[src/rtl/key_pkg.sv]
// rtl/key_pkg.sv - shared encodings for the front-panel key command controller
package key_pkg;

  localparam int CNT_W = 26;

  localparam logic [1:0] CMD_SHORT  = 2'b01;
  localparam logic [1:0] CMD_LONG   = 2'b10;
  localparam logic [1:0] CMD_REPEAT = 2'b11;

  typedef enum logic [2:0] {
    ST_IDLE   = 3'b001,
    ST_HOLD   = 3'b010,
    ST_REPEAT = 3'b100
  } state_e;

endpackage

[src/rtl/key_prio_enc.sv]
// rtl/key_prio_enc.sv - lowest-index-first priority encoder
// Ports: req (request vector), hit (any request), idx (lowest asserted index)
module key_prio_enc #(
  parameter int N     = 4,
  parameter int IDX_W = $clog2(N)
) (
  input  logic [N-1:0]     req,
  output logic             hit,
  output logic [IDX_W-1:0] idx
);

  // Scan from the top down so the lowest asserted index is written last.
  always_comb begin
    hit = |req;
    idx = '0;
    for (int i = N - 1; i >= 0; i--) begin
      if (req[i]) idx = IDX_W'(i);
    end
  end

endmodule

[src/rtl/key_cmd_ctrl.sv]
// rtl/key_cmd_ctrl.sv - classifies key holds into SHORT/LONG/REPEAT commands
// Ports: clk, rst (sync, active-high); key_flag/key_state (debounced events);
//        cmd_valid/cmd_ready/cmd_key/cmd_type (command handshake);
//        cmd_drop (command lost to backpressure); busy (a key is owned)
module key_cmd_ctrl
  import key_pkg::*;
#(
  parameter int               NUM_KEYS   = 4,
  parameter logic [CNT_W-1:0] LONG_MAX   = 26'd49_999_999,
  parameter logic [CNT_W-1:0] REPEAT_MAX = 26'd9_999_999,
  localparam int              KW         = $clog2(NUM_KEYS)
) (
  input  logic                clk,
  input  logic                rst,
  input  logic [NUM_KEYS-1:0] key_flag,
  input  logic [NUM_KEYS-1:0] key_state,
  output logic                cmd_valid,
  input  logic                cmd_ready,
  output logic [KW-1:0]       cmd_key,
  output logic [1:0]          cmd_type,
  output logic                cmd_drop,
  output logic                busy
);

  logic [NUM_KEYS-1:0] press_vec;
  logic [NUM_KEYS-1:0] rel_vec;
  logic                press_hit;
  logic [KW-1:0]       press_idx;

  state_e              state_q, state_d;
  logic [KW-1:0]       owner_q, owner_d;
  logic [CNT_W-1:0]    cnt_q, cnt_d;
  logic                cmd_valid_q, cmd_valid_d;
  logic [KW-1:0]       cmd_key_q, cmd_key_d;
  logic [1:0]          cmd_type_q, cmd_type_d;
  logic                cmd_drop_q, cmd_drop_d;
  logic                busy_q;

  logic                owner_rel;
  logic                emit;
  logic [1:0]          emit_type;

  assign press_vec = key_flag & ~key_state;
  assign rel_vec   = key_flag & key_state;
  assign owner_rel = rel_vec[owner_q];

  key_prio_enc #(
    .N     (NUM_KEYS),
    .IDX_W (KW)
  ) u_prio (
    .req (press_vec),
    .hit (press_hit),
    .idx (press_idx)
  );

  // Ownership FSM and hold counter. Release of the owner always wins over a
  // threshold match in the same cycle; non-owner events are simply dropped.
  always_comb begin
    state_d   = state_q;
    owner_d   = owner_q;
    cnt_d     = cnt_q;
    emit      = 1'b0;
    emit_type = CMD_SHORT;
    unique case (state_q)
      ST_IDLE: begin
        if (press_hit) begin
          owner_d = press_idx;
          state_d = ST_HOLD;
          cnt_d   = '0;
        end
      end
      ST_HOLD: begin
        if (owner_rel) begin
          emit      = 1'b1;
          emit_type = CMD_SHORT;
          state_d   = ST_IDLE;
          cnt_d     = '0;
        end else if (cnt_q == LONG_MAX) begin
          emit      = 1'b1;
          emit_type = CMD_LONG;
          state_d   = ST_REPEAT;
          cnt_d     = '0;
        end else begin
          cnt_d = cnt_q + CNT_W'(1);
        end
      end
      ST_REPEAT: begin
        if (owner_rel) begin
          state_d = ST_IDLE;
          cnt_d   = '0;
        end else if (cnt_q == REPEAT_MAX) begin
          emit      = 1'b1;
          emit_type = CMD_REPEAT;
          cnt_d     = '0;
        end else begin
          cnt_d = cnt_q + CNT_W'(1);
        end
      end
      default: begin
        state_d = ST_IDLE;
        cnt_d   = '0;
      end
    endcase
  end

  // Single-entry output slot: a new command may overwrite only an empty slot
  // or one being accepted this cycle; otherwise it is dropped and flagged.
  always_comb begin
    cmd_valid_d = cmd_valid_q;
    cmd_key_d   = cmd_key_q;
    cmd_type_d  = cmd_type_q;
    cmd_drop_d  = 1'b0;
    if (emit) begin
      if (!cmd_valid_q || cmd_ready) begin
        cmd_valid_d = 1'b1;
        cmd_key_d   = owner_q;
        cmd_type_d  = emit_type;
      end else begin
        cmd_drop_d = 1'b1;
      end
    end else if (cmd_valid_q && cmd_ready) begin
      cmd_valid_d = 1'b0;
    end
  end

  always_ff @(posedge clk) begin
    if (rst) begin
      state_q     <= ST_IDLE;
      owner_q     <= '0;
      cnt_q       <= '0;
      cmd_valid_q <= 1'b0;
      cmd_key_q   <= '0;
      cmd_type_q  <= 2'b00;
      cmd_drop_q  <= 1'b0;
      busy_q      <= 1'b0;
    end else begin
      state_q     <= state_d;
      owner_q     <= owner_d;
      cnt_q       <= cnt_d;
      cmd_valid_q <= cmd_valid_d;
      cmd_key_q   <= cmd_key_d;
      cmd_type_q  <= cmd_type_d;
      cmd_drop_q  <= cmd_drop_d;
      busy_q      <= (state_d != ST_IDLE);
    end
  end

  assign cmd_valid = cmd_valid_q;
  assign cmd_key   = cmd_key_q;
  assign cmd_type  = cmd_type_q;
  assign cmd_drop  = cmd_drop_q;
  assign busy      = busy_q;

endmodule
[config.mk]
export PLATFORM = sky130hd
export DESIGN_NAME = key_cmd_ctrl
export DESIGN_NICKNAME = d
export VERILOG_FILES = /design/src/rtl/key_pkg.sv /design/src/rtl/key_prio_enc.sv /design/src/rtl/key_cmd_ctrl.sv
export SDC_FILE = /design/constraint.sdc
export NUM_CORES = 1
export LEC_CHECK = 0
export CAP_MARGIN = 20
export CORE_MARGIN = 5
export CORE_UTILIZATION = 61
export DETAILED_ROUTE_END_ITERATION = 12
export PLACE_DENSITY_LB_ADDON = 0.08
export REMOVE_ABC_BUFFERS = 1
export SLEW_MARGIN = 5
export SYNTH_ARGS = -nofsm -noshare
export SYNTH_HDL_FRONTEND = slang
export SYNTH_HIERARCHICAL = 1
export SYNTH_SLANG_ARGS = --single-unit
[constraint.sdc]
create_clock -name clk -period 6.2 [get_ports clk]
set_input_delay 1.24 -clock clk [delete_from_list [all_inputs] [get_ports clk]]
set_output_delay 1.24 -clock clk [all_outputs]
set_load 0.01 [all_outputs]
==> qor.txt, run 1 <==
Status: finished clean
# H-tree levels: 2
Number of flops mapped to enable cells by yosys: 0
Main synth FF type: sky130_fd_sc_hd__dfxtp_1
FF-to-FF Start: cnt_q[0]$_SDFFE_PP0P_
Startpoint of the worst setup timing path: key_flag[3]
Final GP Congestion: 0.8959
Yosys top cell by area: sky130_fd_sc_hd__dfxtp_1
Number of synthesized register bits: 38
Resized cells post-CTS: 0
Crit path DAT: 3.70 ns
Mean instance size in the synthesized netlist: 8.469 um2
Reg2Reg Depth: 7
Horizontal die dimension: 67.49 um
Area enclosed by the die boundary: 4554 um2
Count of warnings emitted by yosys: 6
Number of max-capacitance violations reported: 0
Final worst-path setup slack: 2.727 ns
Hold_ws: 0.5140 ns
Largest net degree at the start of global routing: 18
Placed wire-length estimate: 3268 um
Kind of critical path: input port to register
IO Port Bufs: 17
Worst relative slew slack: 0.4960
Summed instance area of the synthesized netlist: 2016 um2
Power, Total: 0.4195 mW
Total CTS buffers: 5
CTS tree: done
# nets final: 267
Diode count: 0
Share of synthesized registers carrying an async set or reset: 0
Final setup violation count: 0
Cell area power density: 186.5 nW/um2
DR DRC count: 0
Row count: 20
Overflow left after global routing: 0
Detailed-route wire length per cell: 14.84 um
Min-Delay Path Class: register to register
Achievable frequency: 287.9 MHz
Clock latency on the worst-skew pair: 0.35 ns
Area Growth Syn to Fin: 11.61%
Commonest cells post-synth: sky130_fd_sc_hd__dfxtp_1 (38), sky130_fd_sc_hd__nor2_1 (38), sky130_fd_sc_hd__nand2_1 (21), sky130_fd_sc_hd__nand3_1 (13)
Slew at the pin closest to its max-slew limit: 0.7540 ns
Cell count after synthesis: 238
Post-route antenna net violation count: 0
Antenna violations before repair: 0
Total leakage power: 0.7369 nW
Total global routing track utilization: 0.2259
Total negative slack: 0 ns
Starting density of the core: 0.6496
First-pass detailed-route iteration total: 4
Post-CTS Repair Setup Buffers: 0
Starting DRC count in detailed routing: 181
First-pass GRT wire length: 7797 um
Largest cells by area after synthesis: sky130_fd_sc_hd__dfxtp_1 (38%), sky130_fd_sc_hd__nor2_1 (7.1%), sky130_fd_sc_hd__xor2_1 (4.8%)
Number of global-route vias before repair: 1685
Area of the core: 3103 um2
Number of hold buffers added after cts: 0
CP Max Fanout: 7
Worst Setup End Kind: register
Finished Cell Area: 2250 um2
Synth top area share: 0.3774
Seq/Total Area, Yosys: 0.3774
Setup repair after global routing missed its margin: no
Fraction of final layout cells sized beyond drive strength 1: 0.05882
Num Clock Sinks: 38
Layout Skew: 0.006727 ns
Via/cell ratio: 6.027
Clock period minus final worst setup slack: 3.473 ns
Minimum setup slack after placement: 2.444 ns
Floorplan die height: 67.49 um
Number of unique standard cell types used by synthesis: 52
Max Transition Viols Final: 0
Period Utilization, post-route: 0.5602
Worst setup path endpoint: cnt_q[20]$_SDFFE_PP0P_
Terminus of the critical flop-to-flop path: cnt_q[20]$_SDFFE_PP0P_
Sum of routed wire length over all layers: 4438 um
Max Root-Sink Buffers: 2
Required time worst endpoint: 6.43 ns
Clock-pin slew on the worst setup and hold paths: 0.11 ns
Area of placed instances: 2205 um2
Root buf cell: sky130_fd_sc_hd__clkbuf_4
R2R Setup Slk: 3.78 ns
Filler cell count in the final layout: 257
I/O pin cnt: 18
Via count: 1802
Number of hold-slack violations in the final timing report: 0
Critical path startpoint category: input port
Maximum vdd ir drop: 0.1784 mV
state kept, by name, indices dropped and copies added, names as in the netlist:
register	cells
owner_q	2
state_q	3
cmd_key	2
cnt_q	26
busy	1
cmd_drop	1
cmd_type	2
cmd_valid	1
per-stage QoR:
| step | std cells | utilization |
|---|---|---|
| 2_1_floorplan | 231 | - |
| 3_3_place_gp | 292 | 0.7105 |
| 3_5_place_dp | 292 | 0.7105 |
| 4_1_cts | 299 | 0.7250 |
| 5_1_grt | 299 | 0.7250 |
| 6_report | 299 | 0.7250 |
worst max-delay path, cell delays in order:
cell and delay (ns):
sky130_fd_sc_hd__clkdlybuf4s50_1 0.43, sky130_fd_sc_hd__nor2b_1 0.16, sky130_fd_sc_hd__nor2_1 0.17, sky130_fd_sc_hd__nand2_1 0.14, sky130_fd_sc_hd__nor4b_2 0.66, sky130_fd_sc_hd__nor3_1 0.23, sky130_fd_sc_hd__and2_0 0.31, sky130_fd_sc_hd__nand4_1 0.15
sky130_fd_sc_hd__xor2_1 0.15, sky130_fd_sc_hd__nor2_1 0.06
layer usage:
metal / global-route usage / routed length, um
met5: 0 / 0
met4: 0.1013 / 57
met3: 0.04493 / 294
met2: 0.3390 / 2005
met1: 0.3108 / 2080
worst min-delay path by stage:
stage | from | end | slack [ns] | depth (start not counted)
global route | cnt_q[25]$_SDFFE_PP0P_ | cnt_q[25]$_SDFFE_PP0P_ | 0.56 | 1
floorplan | cnt_q[25]$_SDFFE_PP0P_ | cnt_q[25]$_SDFFE_PP0P_ | 0.45 | 1
finish | cmd_key[0]$_SDFFE_PP0P_ | cmd_key[0]$_SDFFE_PP0P_ | 0.51 | 2
detailed placement | cmd_key[0]$_SDFFE_PP0P_ | cmd_key[0]$_SDFFE_PP0P_ | 0.49 | 2
global placement | cnt_q[25]$_SDFFE_PP0P_ | cnt_q[25]$_SDFFE_PP0P_ | 0.48 | 1
CTS | cnt_q[25]$_SDFFE_PP0P_ | cnt_q[25]$_SDFFE_PP0P_ | 0.52 | 1
layout make-up:
| cell class | instances | area [um2] | area share |
|---|---|---|---|
| Multi-Input combinational cell | 189 | 1204 | 0.5350 |
| Sequential cell | 38 | 760.7 | 0.3382 |
| Timing Repair Buffer | 17 | 170.2 | 0.07564 |
| Tap cell | 44 | 55.05 | 0.02447 |
| Clock buffer | 7 | 45.04 | 0.02002 |
| Inverter | 4 | 15.01 | 0.006674 |
logic make-up (layout without fill, tap and decap cells):
logic type / after synthesis / in the layout / synth area share
AND/OR/NAND/NOR: 137 / 137 / 0.3756
AO/OA/AOI/OAI: 28 / 28 / 0.1062
buffers and inverters: 11 / 28 / 0.02545
XOR/XNOR: 18 / 18 / 0.07821
flip-flops: 38 / 38 / 0.3774
adder cells (fa/ha/maj): 1 / 1 / 0.006206
multiplexers: 5 / 5 / 0.03104
cells in the final DEF (no fill, tap or decap), drive strengths merged, types with 5 or more instances in the layout:
| master | count |
|---|---|
| a21oi | 6 |
| nor3 | 8 |
| nor2b | 6 |
| nand3b | 5 |
| xor2 | 11 |
| o21ai | 5 |
| nand3 | 13 |
| a31oi | 6 |
| nand4 | 11 |
| clkdlybuf4s50 | 17 |
| clkbuf | 7 |
| dfxtp | 38 |
| and2 | 7 |
| xnor2 | 7 |
| nor2 | 38 |
| nand2 | 21 |
power breakdown:
group | internal (mW) | total (mW) | switching (mW)
sequential | 0.248 | 0.254 | 0.00526
clock | 0.0428 | 0.121 | 0.0779
combinational | 0.0215 | 0.0453 | 0.0238
total | 0.313 | 0.419 | 0.107
(Power assumes the default switching activity.)
==> run 2: changes to the inputs <==
--- a/config.mk
+++ b/config.mk
@@ -7,7 +7,7 @@
 export LEC_CHECK = 0
 export CAP_MARGIN = 20
 export CORE_MARGIN = 5
-export CORE_UTILIZATION = 61
+export CORE_UTILIZATION = 51
 export DETAILED_ROUTE_END_ITERATION = 12
 export PLACE_DENSITY_LB_ADDON = 0.08
 export REMOVE_ABC_BUFFERS = 1
==> constraint.sdc (replaced) <==
create_clock -name clk -period 2.9 [get_ports clk]
set_input_delay 0.58 -clock clk [delete_from_list [all_inputs] [get_ports clk]]
set_output_delay 0.58 -clock clk [all_outputs]
set_load 0.01 [all_outputs]
==> qor.txt, run 2 (synthesized netlist as in run 1, its figures left out) <==
Switching power share of the total: 0.2239 (-0.03099)
Slew at the pin closest to its max-slew limit: 0.4721 ns (-0.2820 ns)
Post-route antenna net violation count: 0 (unchanged)
R2R Setup Slk: 0.64 ns (-3.14 ns)
Net Switching: 0.2397 mW (+120%)
Resized cells post-CTS: 0 (unchanged)
Largest net degree at the start of global routing: 18 (unchanged)
IO Port Bufs: 17 (unchanged)
Clock-pin slew on the worst setup and hold paths: 0.07 ns (-0.04 ns)
Portion of total power attributed to the clock network: 0.387 (+0.099)
First-pass detailed-route iteration total: 4 (unchanged)
Row count: 22 (+10%)
Cell area power density: 444.7 nW/um2 (+140%)
Worst relative slew slack: 0.6809 (+0.1849)
Number of global-route vias before repair: 1586 (-5.9%)
Seq pwr share: 0.506 (-0.098)
P_int: 0.8309 mW (+170%)
Layout Skew: 0.004450 ns (-0.002276 ns)
# H-tree levels: 2 (unchanged)
Final Core Density: 0.6430 (-0.08195)
Overflow left after global routing: 0 (unchanged)
Clock latency on the worst-skew pair: 0.28 ns (-0.07 ns)
CTS tree: done
Detailed-route wire length per cell: 14.00 um (-5.7%)
Number of hold buffers added after cts: 0 (unchanged)
Diode count: 0 (unchanged)
I/O pin cnt: 18 (unchanged)
Total CTS buffers: 5 (unchanged)
Number of max-capacitance violations reported: 0 (unchanged)
Total global routing track utilization: 0.1814 (-0.04450)
Max Root-Sink Buffers: 2 (unchanged)
Crit-path leading delay family: simple AND/OR/NAND/NOR gates
Setup repair after global routing missed its margin: no
Delay of the slowest critical-path stage: 0.64 ns (-0.02 ns)
Horizontal die dimension: 72.87 um (+8.0%)
Flip-flop count of the largest register, all copies and words added: 26 (unchanged)
Via count: 1796 (-0.33%)
Most frequent cells in the layout: sky130_fd_sc_hd__nor2_1 (38), sky130_fd_sc_hd__dfxtp_1 (38), sky130_fd_sc_hd__nand2_1 (21), sky130_fd_sc_hd__clkdlybuf4s50_1 (17), sky130_fd_sc_hd__nand3_1 (13)
Critical path startpoint category: input port
Post-CTS Repair Setup Buffers: 0 (unchanged)
Number of hold-slack violations in the final timing report: 0 (unchanged)
Num Clock Sinks: 38 (unchanged)
Area Growth Syn to Fin: 19.43%
Maximum vdd ir drop: 0.4762 mV (+170%)
# nets final: 277 (+3.7%)
Sum of routed wire length over all layers: 4396 um (-0.95%)
Filler cell count in the final layout: 344 (+34%)
Floorplan die height: 72.87 um (+8.0%)
Total leakage power: 0.8238 nW (+12%)
Final setup violation count: 0 (unchanged)
Root buf cell: sky130_fd_sc_hd__clkbuf_8
DR DRC count: 0 (unchanged)
Min-Delay Path Class: register to register
Most numerous cell on the critical path: sky130_fd_sc_hd__nor2_1
Required time worst endpoint: 3.08 ns (-3.35 ns)
Area of the core: 3744 um2 (+21%)
First-pass GRT wire length: 7707 um (-1.2%)
Master of the slowest instance on the critical path: sky130_fd_sc_hd__or4b_2
Final GP Congestion: 0.9065 (+1.2%)
Starting DRC count in detailed routing: 130 (-28%)
Combinational share of power: 0.107 (about the same)
Period Utilization, post-route: 0.8828
Worst Setup End Kind: register
Worst path buffer plus inverter count: 1 (unchanged)
Status: finished clean
Total negative slack: 0 ns (unchanged)
CP Max Fanout: 3 (-4)
Fraction of final layout cells sized beyond drive strength 1: 0.1053 (+0.04644)
Max Transition Viols Final: 0 (unchanged)
Clock period minus final worst setup slack: 2.560 ns
Kind of critical path: input port to register
Crit path DAT: 2.74 ns (-0.96 ns)
Placed wire-length estimate: 3284 um (+0.47%)
Top Registers: cnt_q x26, state_q x3
Area enclosed by the die boundary: 5309 um2 (+17%)
Achievable frequency: 390.6 MHz
Starting density of the core: 0.5384 (-0.1112)
Via/cell ratio: 5.720 (-5.1%)
Antenna violations before repair: 0 (unchanged)
Cell-by-cell listing of the critical path: clkdlybuf4s50_1 -> nor2b_1 -> nor2_1 -> nand2_1 -> or4b_2 -> and2_1 -> nand3_1 -> and3b_1 -> xnor2_1 -> nor2_1
Largest register by flop count: cnt_q
[run 2: cell types whose count changed in the layout (fill, tap and decap cells not counted), sizes merged]
cell	delta
buf	+10
clkbuf	+1
[run 2: cell type report]
class | count | area [um2] | area share
Timing Repair Buffer | 27 | 257.7 | 0.1071
Sequential cell | 38 | 760.7 | 0.3160
Clock buffer | 8 | 110.1 | 0.04574
Multi-Input combinational cell | 189 | 1204 | 0.5000
Inverter | 4 | 15.01 | 0.006237
Tap cell | 48 | 60.06 | 0.02495
[run 2: final timing paths]
path / start / endpoint / cells after the start
worst max register to register: cnt_q[16]$_SDFFE_PP0P_ / cnt_q[2]$_SDFFE_PP0P_ / 7
worst min-delay path: cnt_q[25]$_SDFFE_PP0P_ / cnt_q[25]$_SDFFE_PP0P_ / 1
worst max-delay path: key_flag[2] / cnt_q[19]$_SDFFE_PP0P_ / 10
worst min register to register: cnt_q[25]$_SDFFE_PP0P_ / cnt_q[25]$_SDFFE_PP0P_ / 1
[run 2: power groups by stage]
| stage | logic, mW | registers, mW | clock network [mW] |
|---|---|---|---|
| 4_1_cts | 0.115 | 0.541 | 0.427 |
| 3_3_place_gp | 0.114 | 0.554 | 0 |
| 6_report | 0.114 | 0.542 | 0.415 |
| 3_5_place_dp | 0.115 | 0.554 | 0 |
| 5_1_grt | 0.125 | 0.543 | 0.451 |
| 2_1_floorplan | 0.0595 | 0.552 | 0 |
[run 2: worst reg2reg max path, stage by stage, from the launching register on]
cell	delay [ns]
sky130_fd_sc_hd__dfxtp_1	0.39
sky130_fd_sc_hd__nor4b_1	0.50
sky130_fd_sc_hd__and4b_1	0.29
sky130_fd_sc_hd__nand4_1	0.22
sky130_fd_sc_hd__a22o_1	0.33
sky130_fd_sc_hd__buf_4	0.19
sky130_fd_sc_hd__a31oi_1	0.17
sky130_fd_sc_hd__a31oi_1	0.05
[run 2: routing by layer]
layer | GRT usage | vias to the layer above | wire (um) | part of all wire
li1 | - | 910 | - | -
met1 | 0.2641 | 847 | 2153 | 0.49
met2 | 0.2705 | 37 | 1997 | 0.45
met3 | 0.04545 | 2 | 225 | 0.051
met4 | 0.03689 | 0 | 19 | 0.0043
met5 | 0 | - | 0 | 0
[run 2: metrics by stage]
step / power, mW / cells / hold slack [ns] / setup slack (ns) / cell area, um2
after global placement: 0.6675 / 306 / 0.4772 / 0.07721 / 2297
after floorplan: 0.6119 / 231 / 0.4467 / 0.5140 / 1979
final: 1.071 / 314 / 0.4987 / 0.3400 / 2407
after detailed placement: 0.6683 / 306 / 0.4836 / 0.05245 / 2297
after CTS: 1.084 / 314 / 0.4989 / 0.3476 / 2407
after global routing: 1.119 / 314 / 0.5392 / 0.1624 / 2407
